File: config.mk
export PLATFORM = sky130hd
export DESIGN_NAME = serial_tx_fsm
export DESIGN_NICKNAME = d
export VERILOG_FILES = /design/src/rtl/serial_tx_fsm_pkg.sv /design/src/rtl/ser_shift_reg.sv /design/src/rtl/serial_tx_fsm.sv
export SDC_FILE = /design/constraint.sdc
export NUM_CORES = 1
export LEC_CHECK = 0
export CELL_PAD_IN_SITES_DETAIL_PLACEMENT = 0
export CELL_PAD_IN_SITES_GLOBAL_PLACEMENT = 1
export CORE_MARGIN = 2
export CORE_UTILIZATION = 30
export DETAILED_ROUTE_END_ITERATION = 10
export MAX_ROUTING_LAYER = met4
export PLACE_DENSITY = 0.7
export SLEW_MARGIN = 40
export SYNTH_ARGS = -nofsm -noshare
export SYNTH_HDL_FRONTEND = slang
export SYNTH_HIERARCHICAL = 1
export SYNTH_SLANG_ARGS = --single-unit
File: constraint.sdc
create_clock -name clk -period 1.73 [get_ports clk]
set_input_delay 0.519 -clock clk [delete_from_list [all_inputs] [get_ports clk]]
set_output_delay 0.519 -clock clk [all_outputs]
set_load 0.01 [all_outputs]
File: src/rtl/serial_tx_fsm_pkg.sv
// Shared definitions for the start-pulse + 1-bit serial link (tx and rx sides).
// State encodings, default frame width and a counter-width helper.
package serial_tx_fsm_pkg;

  localparam int SER_WIDTH_DEFAULT = 8;

  typedef enum logic [2:0] {
    S_IDLE     = 3'd0,
    S_START    = 3'd1,
    S_SHIFT    = 3'd2,
    S_GAP      = 3'd3,
    S_WAIT_ACK = 3'd4
  } ser_state_e;

  // Keeps counters at least one bit wide when the count range degenerates to 1.
  function automatic int cnt_width(input int n);
    return (n > 1) ? $clog2(n) : 1;
  endfunction

endpackage

File: src/rtl/ser_shift_reg.sv
// Parallel-load, right-shifting register; presents the LSB for LSB-first serialisation.
module ser_shift_reg
  import serial_tx_fsm_pkg::*;
#(
  parameter int WIDTH = SER_WIDTH_DEFAULT
) (
  input  logic             clk,
  input  logic             rst,
  input  logic             load_i,
  input  logic             shift_i,
  input  logic [WIDTH-1:0] data_i,
  output logic             lsb_o
);

  logic [WIDTH-1:0] word_q;

  // NOTE: the word register is cleared on reset so an aborted frame leaves no stale data behind.
  always_ff @(posedge clk) begin
    if (!rst) begin
      word_q <= '0;
    end else if (load_i) begin
      word_q <= data_i;
    end else if (shift_i) begin
      word_q <= word_q >> 1;
    end
  end

  assign lsb_o = word_q[0];

endmodule

File: src/rtl/serial_tx_fsm.sv
// Serial link transmitter: valid/ready word in, 1-cycle start pulse, then WIDTH bits LSB-first.
// Define SER_ACK_EN to replace the fixed GAP tail with a wait for the receiver's ack_in.
module serial_tx_fsm
  import serial_tx_fsm_pkg::*;
#(
  parameter int WIDTH = SER_WIDTH_DEFAULT,
  parameter int GAP   = 1
) (
  input  logic             clk,
  input  logic             rst,
  input  logic             tx_valid,
  output logic             tx_ready,
  input  logic [WIDTH-1:0] tx_data,
  output logic             start,
  output logic             data_out,
  output logic             busy,
  output logic             tx_done
`ifdef SER_ACK_EN
  ,
  input  logic             ack_in
`endif
);

  localparam int CW = cnt_width(WIDTH);
  localparam logic [CW-1:0] LAST_BIT = CW'(WIDTH - 1);
`ifndef SER_ACK_EN
  localparam int GW = cnt_width(GAP);
  localparam logic [GW-1:0] LAST_GAP = GW'(GAP - 1);
`endif

  ser_state_e    state_q;
  logic [CW-1:0] bit_cnt_q;
`ifndef SER_ACK_EN
  logic [GW-1:0] gap_cnt_q;
`endif
  logic          tx_ready_q;
  logic          start_q;
  logic          data_out_q;
  logic          busy_q;
  logic          tx_done_q;

  logic          accept;
  logic          shift_en;
  logic          sr_lsb;

  // tx_ready_q is only ever high in IDLE, so it alone qualifies the handshake.
  assign accept   = tx_valid && tx_ready_q;
  assign shift_en = (state_q == S_START) ||
                    ((state_q == S_SHIFT) && (bit_cnt_q != LAST_BIT));

  ser_shift_reg #(
    .WIDTH (WIDTH)
  ) u_shift_reg (
    .clk     (clk),
    .rst     (rst),
    .load_i  (accept),
    .shift_i (shift_en),
    .data_i  (tx_data),
    .lsb_o   (sr_lsb)
  );

  // NOTE: every register here updates with <= so all of them see the pre-edge values of the others.
  always_ff @(posedge clk) begin
    if (!rst) begin
      state_q    <= S_IDLE;
      bit_cnt_q  <= '0;
`ifndef SER_ACK_EN
      gap_cnt_q  <= '0;
`endif
      tx_ready_q <= 1'b0;
      start_q    <= 1'b0;
      data_out_q <= 1'b0;
      busy_q     <= 1'b0;
      tx_done_q  <= 1'b0;
    end else begin
      case (state_q)
        S_IDLE: begin
          tx_done_q <= 1'b0;
          if (accept) begin
            state_q    <= S_START;
            tx_ready_q <= 1'b0;
            start_q    <= 1'b1;
            busy_q     <= 1'b1;
          end else begin
            tx_ready_q <= 1'b1;
          end
        end

        S_START: begin
          start_q    <= 1'b0;
          data_out_q <= sr_lsb;
          bit_cnt_q  <= '0;
          state_q    <= S_SHIFT;
        end

        S_SHIFT: begin
          if (bit_cnt_q == LAST_BIT) begin
            data_out_q <= 1'b0;
`ifdef SER_ACK_EN
            state_q    <= S_WAIT_ACK;
`else
            state_q    <= S_GAP;
            tx_done_q  <= 1'b1;
            gap_cnt_q  <= '0;
`endif
          end else begin
            data_out_q <= sr_lsb;
            bit_cnt_q  <= bit_cnt_q + CW'(1);
          end
        end

`ifdef SER_ACK_EN
        // No timeout by design: only reset leaves a frame whose ack never arrives.
        S_WAIT_ACK: begin
          if (ack_in) begin
            state_q    <= S_IDLE;
            tx_done_q  <= 1'b1;
            tx_ready_q <= 1'b1;
            busy_q     <= 1'b0;
          end
        end
`else
        S_GAP: begin
          tx_done_q <= 1'b0;
          if (gap_cnt_q == LAST_GAP) begin
            state_q    <= S_IDLE;
            tx_ready_q <= 1'b1;
            busy_q     <= 1'b0;
          end else begin
            gap_cnt_q <= gap_cnt_q + GW'(1);
          end
        end
`endif

        default: state_q <= S_IDLE;
      endcase
    end
  end

  assign tx_ready = tx_ready_q;
  assign start    = start_q;
  assign data_out = data_out_q;
  assign busy     = busy_q;
  assign tx_done  = tx_done_q;

endmodule

[Word level (Yosys, flattened, before mapping)]
Cells that the tools add are included.
Storage, ports and cells
  output and inout bits: 5
  input bits: 11
  word-level logic and storage cells: 60
  register bits: 20
Operators by class
  equal/unequal tests: 9
  reduce and logical (&&, ||, !) cells: 18
  $add $sub $neg: 2
  multiplexer cells: 22
Operators by type and width (number)
  $mux 8: 2
  $mux 3: 4
  $pmux 1 s2: 6
  $pmux 3 s4: 1
  $reduce_bool 2->1: 6
  $reduce_and 2->1: 5
  $mux 1: 8
  $eq 3x2->1 const B: 2
  $ne 2x2->1 const B: 3
  $pmux 3 s2: 1
  $reduce_and 3->1: 2
  $add 3x1->3 const B: 1
  $eq 3x1->1 const B: 1
  $eq 3x3->1 const B: 1
  $logic_not 3->1: 1
  $ne 3x3->1 const B: 1
  $logic_and 1x1->1: 2
  $ne 2x1->1 const B: 1
  $reduce_or 2->1: 1
  $add 1x1->1 const B: 1
  $logic_or 1x1->1: 1

[Longest topological paths before layout]
  depth in word-level cells: 5
  depth in mapped cells: 7
  mapped depth without buffers: 6

[Hierarchy]
Netlist, hierarchy kept.
Modules (own cells, without submodules)
  serial_tx_fsm: cells an instance 65, instances 1, area each 599.3 µm², seq. area each 200.2 µm²
  ser_shift_reg: cells an instance 35, instances 1, area each 419.2 µm², seq. area each 160.2 µm²

[Worst setup path before layout]
Ideal clock, no wire load.
  kind: reg2reg
  from: register bit_cnt_q[0]
  to: register u_shift_reg.word_q[0]
  data arrival time: 1564 ps
  cell stages (with the launch flop): 8
  required time: 1614 ps
  library setup time: 116 ps
  path slack: 50 ps
  path through: dfxtp_1 > ha_1 > ha_1 > nand2b_1 > nand2b_1 > buf_6 > mux2_4 > o211a_1
On the way
  longest elaborated chain between the ends: 4
RTL lines
  from (decl): line serial_tx_fsm.sv:32  | logic [CW-1:0] bit_cnt_q;
  from (signal assigned): line serial_tx_fsm.sv:108  | bit_cnt_q <= bit_cnt_q + CW'(1);
  $ne 3x3->1: line serial_tx_fsm.sv:49  | ((state_q == S_SHIFT) && (bit_cnt_q != LAST_BIT));
  $logic_and 1x1->1: line serial_tx_fsm.sv:49
  $logic_or 1x1->1: line serial_tx_fsm.sv:48  | assign shift_en = (state_q == S_START) ||
  named net shift_en: line serial_tx_fsm.sv:43  | logic shift_en;
  $reduce_bool 2->1 (no line)
  to (signal assigned): line ser_shift_reg.sv:22  | word_q <= data_i;
  to (signal assigned): line ser_shift_reg.sv:24  | word_q <= word_q >> 1;
  to (decl): line ser_shift_reg.sv:15  | logic [WIDTH-1:0] word_q;
The timed path passes the listed nets, and every way through them passes these cells.
A chain may end at the register's enable or synchronous reset.

[Final worst setup path]
  from: register bit_cnt_q[0]
  to: register u_shift_reg.word_q[6]
The elaborated chain is that of the path after synthesis.

==> flow_summary_export.csv <==
group,metric,value,unit
layout,drive_above_1_share,25.0,%
die,ios,16,
layout,syn_to_final_growth,36.4,%
placed_design,portBuffers,15,
clock_tree,cts_made_buffers,3,
route,drtIter0Drc,28,
critical_path,crit_fanout,8,
critical_path,crit_arrival,1840,ps
global_route,grt_pass1_wl,3620,µm
clock_tree,clock_path_buffers,2,
logic_synthesis,synth.yosys.seq_area_share,35.4,%
placed_design,place_area,1330,µm²
global_route,overflow,0,
logic_synthesis,yosys_warnings,6,
logic_synthesis,synth.avg_cell_area,10.2,µm²
die,dieArea,3880,µm²
critical_path,slowest_stage,"dfxtp_2",
critical_path,crit_family,"adder cells",
timing,worst_pin_slew,246,ps
logic_synthesis,yosys.area_share.simple,17.3,%
die,die_y,62.3,µm
logic_synthesis,synth_compound_area_share,18.9,%
logic_synthesis,yosysUniqueCellTypes,27,
critical_path,start_kind,"register",
route,antenna_left,0,
clock_tree,clk_latency,300,ps
clock_tree,clkSinkCount,18,
logic_synthesis,synth_area,1020,µm²
route,route.detailed.drc,0,
route,num_vias,787,
global_route,grt_antenna_before_repair,0,
placed_design,dp_hpwl,1500,µm
placed_design,place_congestion,0.863,
logic_synthesis,synth_xor_area_share,0,%
placed_design,placedCellCount,170,
clock_tree,htreeDepth,1,
power,p_per_area,1250,nW/µm²
die,die_w,62.3,µm
route,wl,1980,µm
critical_path,crit_type,"reg2reg",
critical_path,end_kind,"register",
route,dr.pass1.iters,6,
timing,rsz0062_at_grt,"no",
timing,fin_crit,1630,ps
timing,post-route-period-util,94.3,%
die,fp.coreArea,3310,µm²
timing,worst_slack,99.3,ps
power,fin_total_pwr,1.73,mW
run,drv_cap,0,
layout,nets,150,
logic_synthesis,synth_cells,100,
die,std_cell_rows,21,
logic_synthesis,synth_fa_ha_area_share,12.3,%
critical_path,critPathRequiredTime,1940,ps
timing,finalMaxSlewViolations,0,
timing,relSlewSlack,83.6,%
power,cellLeakagePower,0.702,nW
critical_path,crit_chain,"ha_2 > ha_2 > nand2b_4 > nand2b_4 > buf_12 > mux2_4 > o211a_1",
global_route,grt_start_max_net_pins,16,
outcome,outcome,"finished, final reports clean",
timing,setup_viol,0,
logic_synthesis,ys_ff_latch,18,
layout,layout.cells.non_filler,174,
placed_design,dp_slack,-32.3,ps
critical_path,rr_worst_depth,7,
route,vias_per_cell,4.52,
logic_synthesis,synth_top_family_by_area,"compound AO/OA/AOI/OAI gates",
power,ir_drop,0.000670,V
logic_synthesis,syn-num-nets,121,
layout,n_antenna_cell,0,
clock_tree,cts_tree,"done",
layout,fin_area,1390,µm²
timing,fmax,613,MHz
global_route,grtUsageTotal,11.8,%
min_path,whs_path_depth,2,
route,wl_per_cell,11.4,µm
die,start_util,30.8,%
clock_tree,cts-root-buf,"clkbuf_4",
logic_synthesis,yosys-mux-area-fraction,12.3,%
clock_tree,clk_pin_slew,100,ps
clock_tree,post_cts_buffers,0,
timing,finalHoldViolations,0,
critical_path,slowest_delay,340,ps
global_route,grt_pass1_vias,829,
critical_path,cp_num_cells,7,
critical_path,path_buf_inv,1,
timing,clock_skew,2.71,ps
min_path,min_path_type,"reg2reg",
Yosys cell counts (all sizes together):
master / number / area, µm²
o211a: 7 / 70.1
nor2b: 1 / 6.26
o21a: 2 / 15.0
or4b: 1 / 10.0
ha: 10 / 125
buf: 3 / 20.0
o211ai: 1 / 7.51
nand2: 8 / 30.0
dfxtp: 18 / 360
nand2b: 11 / 68.8
nand4b: 2 / 17.5
nor2: 3 / 13.8
or3b: 1 / 8.76
o21ai: 4 / 20.0
mux2i: 2 / 20.0
nand3: 3 / 15.0
inv: 4 / 15.0
a21bo: 1 / 10.0
mux2: 7 / 105
a21boi: 8 / 60.1
and2: 1 / 6.26
clkbuf: 1 / 3.75
o311a: 1 / 10.0
layout make-up:
cell class              count  area [µm²]
well taps                  46        57.6
multi-input cells          74         639
repair buffers             28         278
flip-flops and latches     18         363
clock buffers               4        36.3
inverters                   4        15.0
fillers                   350        1920
final timing paths:
| kind | slack, ps | to | start |
|---|---|---|---|
| setup reg to reg | 100 | u_shift_reg/word_q[6]$_SDFFE_PN0P_ | bit_cnt_q[0]$_SDFFE_PN0P_ |
| hold / removal | 480 | data_out$_SDFFE_PN0P_ | data_out$_SDFFE_PN0P_ |
| setup / recovery | 100 | u_shift_reg/word_q[6]$_SDFFE_PN0P_ | bit_cnt_q[0]$_SDFFE_PN0P_ |
| hold reg to reg | 480 | data_out$_SDFFE_PN0P_ | data_out$_SDFFE_PN0P_ |
layer usage:
metal,global-route usage [%],share of wire (%)
met2,20.2,47
met5,-,0
met4,3.06,1.2
met1,12.9,47
met3,4.71,5.1
metrics by stage:
stage | hold slack, ps | setup TNS [ps] | utilization [%]
after floorplan | 452 | 0 | -
after global placement | 465 | 0 | 40.0
after detailed placement | 473 | -157 | 40.0
after CTS | 491 | 0 | 41.4
after global routing | 502 | 0 | 42.0
final | 479 | 0 | 42.0
registers in the layout, summed over array words and instances, names as in the netlist:
name                flops
tx_ready                1
u_shift_reg/word_q      8
start                   1
bit_cnt_q               3
tx_done                 1
data_out                1
busy                    1
state_q                 2
kinds of logic after synthesis:
family / after synthesis
fa+ha+maj: 10
buf+inv: 8
flops: 18
compound gates: 24
mux: 9
simple gates: 31
worst min-delay path, stage by stage, from the launching register on:
cell	delay, ps
dfxtp_1	330
nand2b_1	70
a21boi_1	50
report_power, final:
part,switching [mW],leakage [nW],internal (mW)
logic,0.378,0.533,0.523
clock network,0.135,0.0210,0.129
registers,0.0579,0.148,0.511
total,0.571,0.702,1.16
what timing repair did:
action / in CTS / in global routing
hold buffers: 0 / 0
gates resized for setup: 6 / 5
setup endpoints to repair: 9 / 11
gates cloned: 0 / 0
placed cells by master (no fill, tap or decap), drive strengths merged:
cell / n
dlymetal6s2s: 3
buf: 13
ha: 10
or3b: 1
o21a: 2
mux2i: 2
clkdlybuf4s50: 10
inv: 4
clkbuf: 4
and2: 1
or4b: 1
o211a: 7
o311a: 1
dlygate4sd2: 2
nand2: 8
a21bo: 1
nor2: 3
dfxtp: 18
nand4b: 2
nand2b: 11
o211ai: 1
nand3: 3
o21ai: 4
mux2: 7
a21boi: 8
nor2b: 1
No activity file was read; power rests on OpenSTA's default activity.
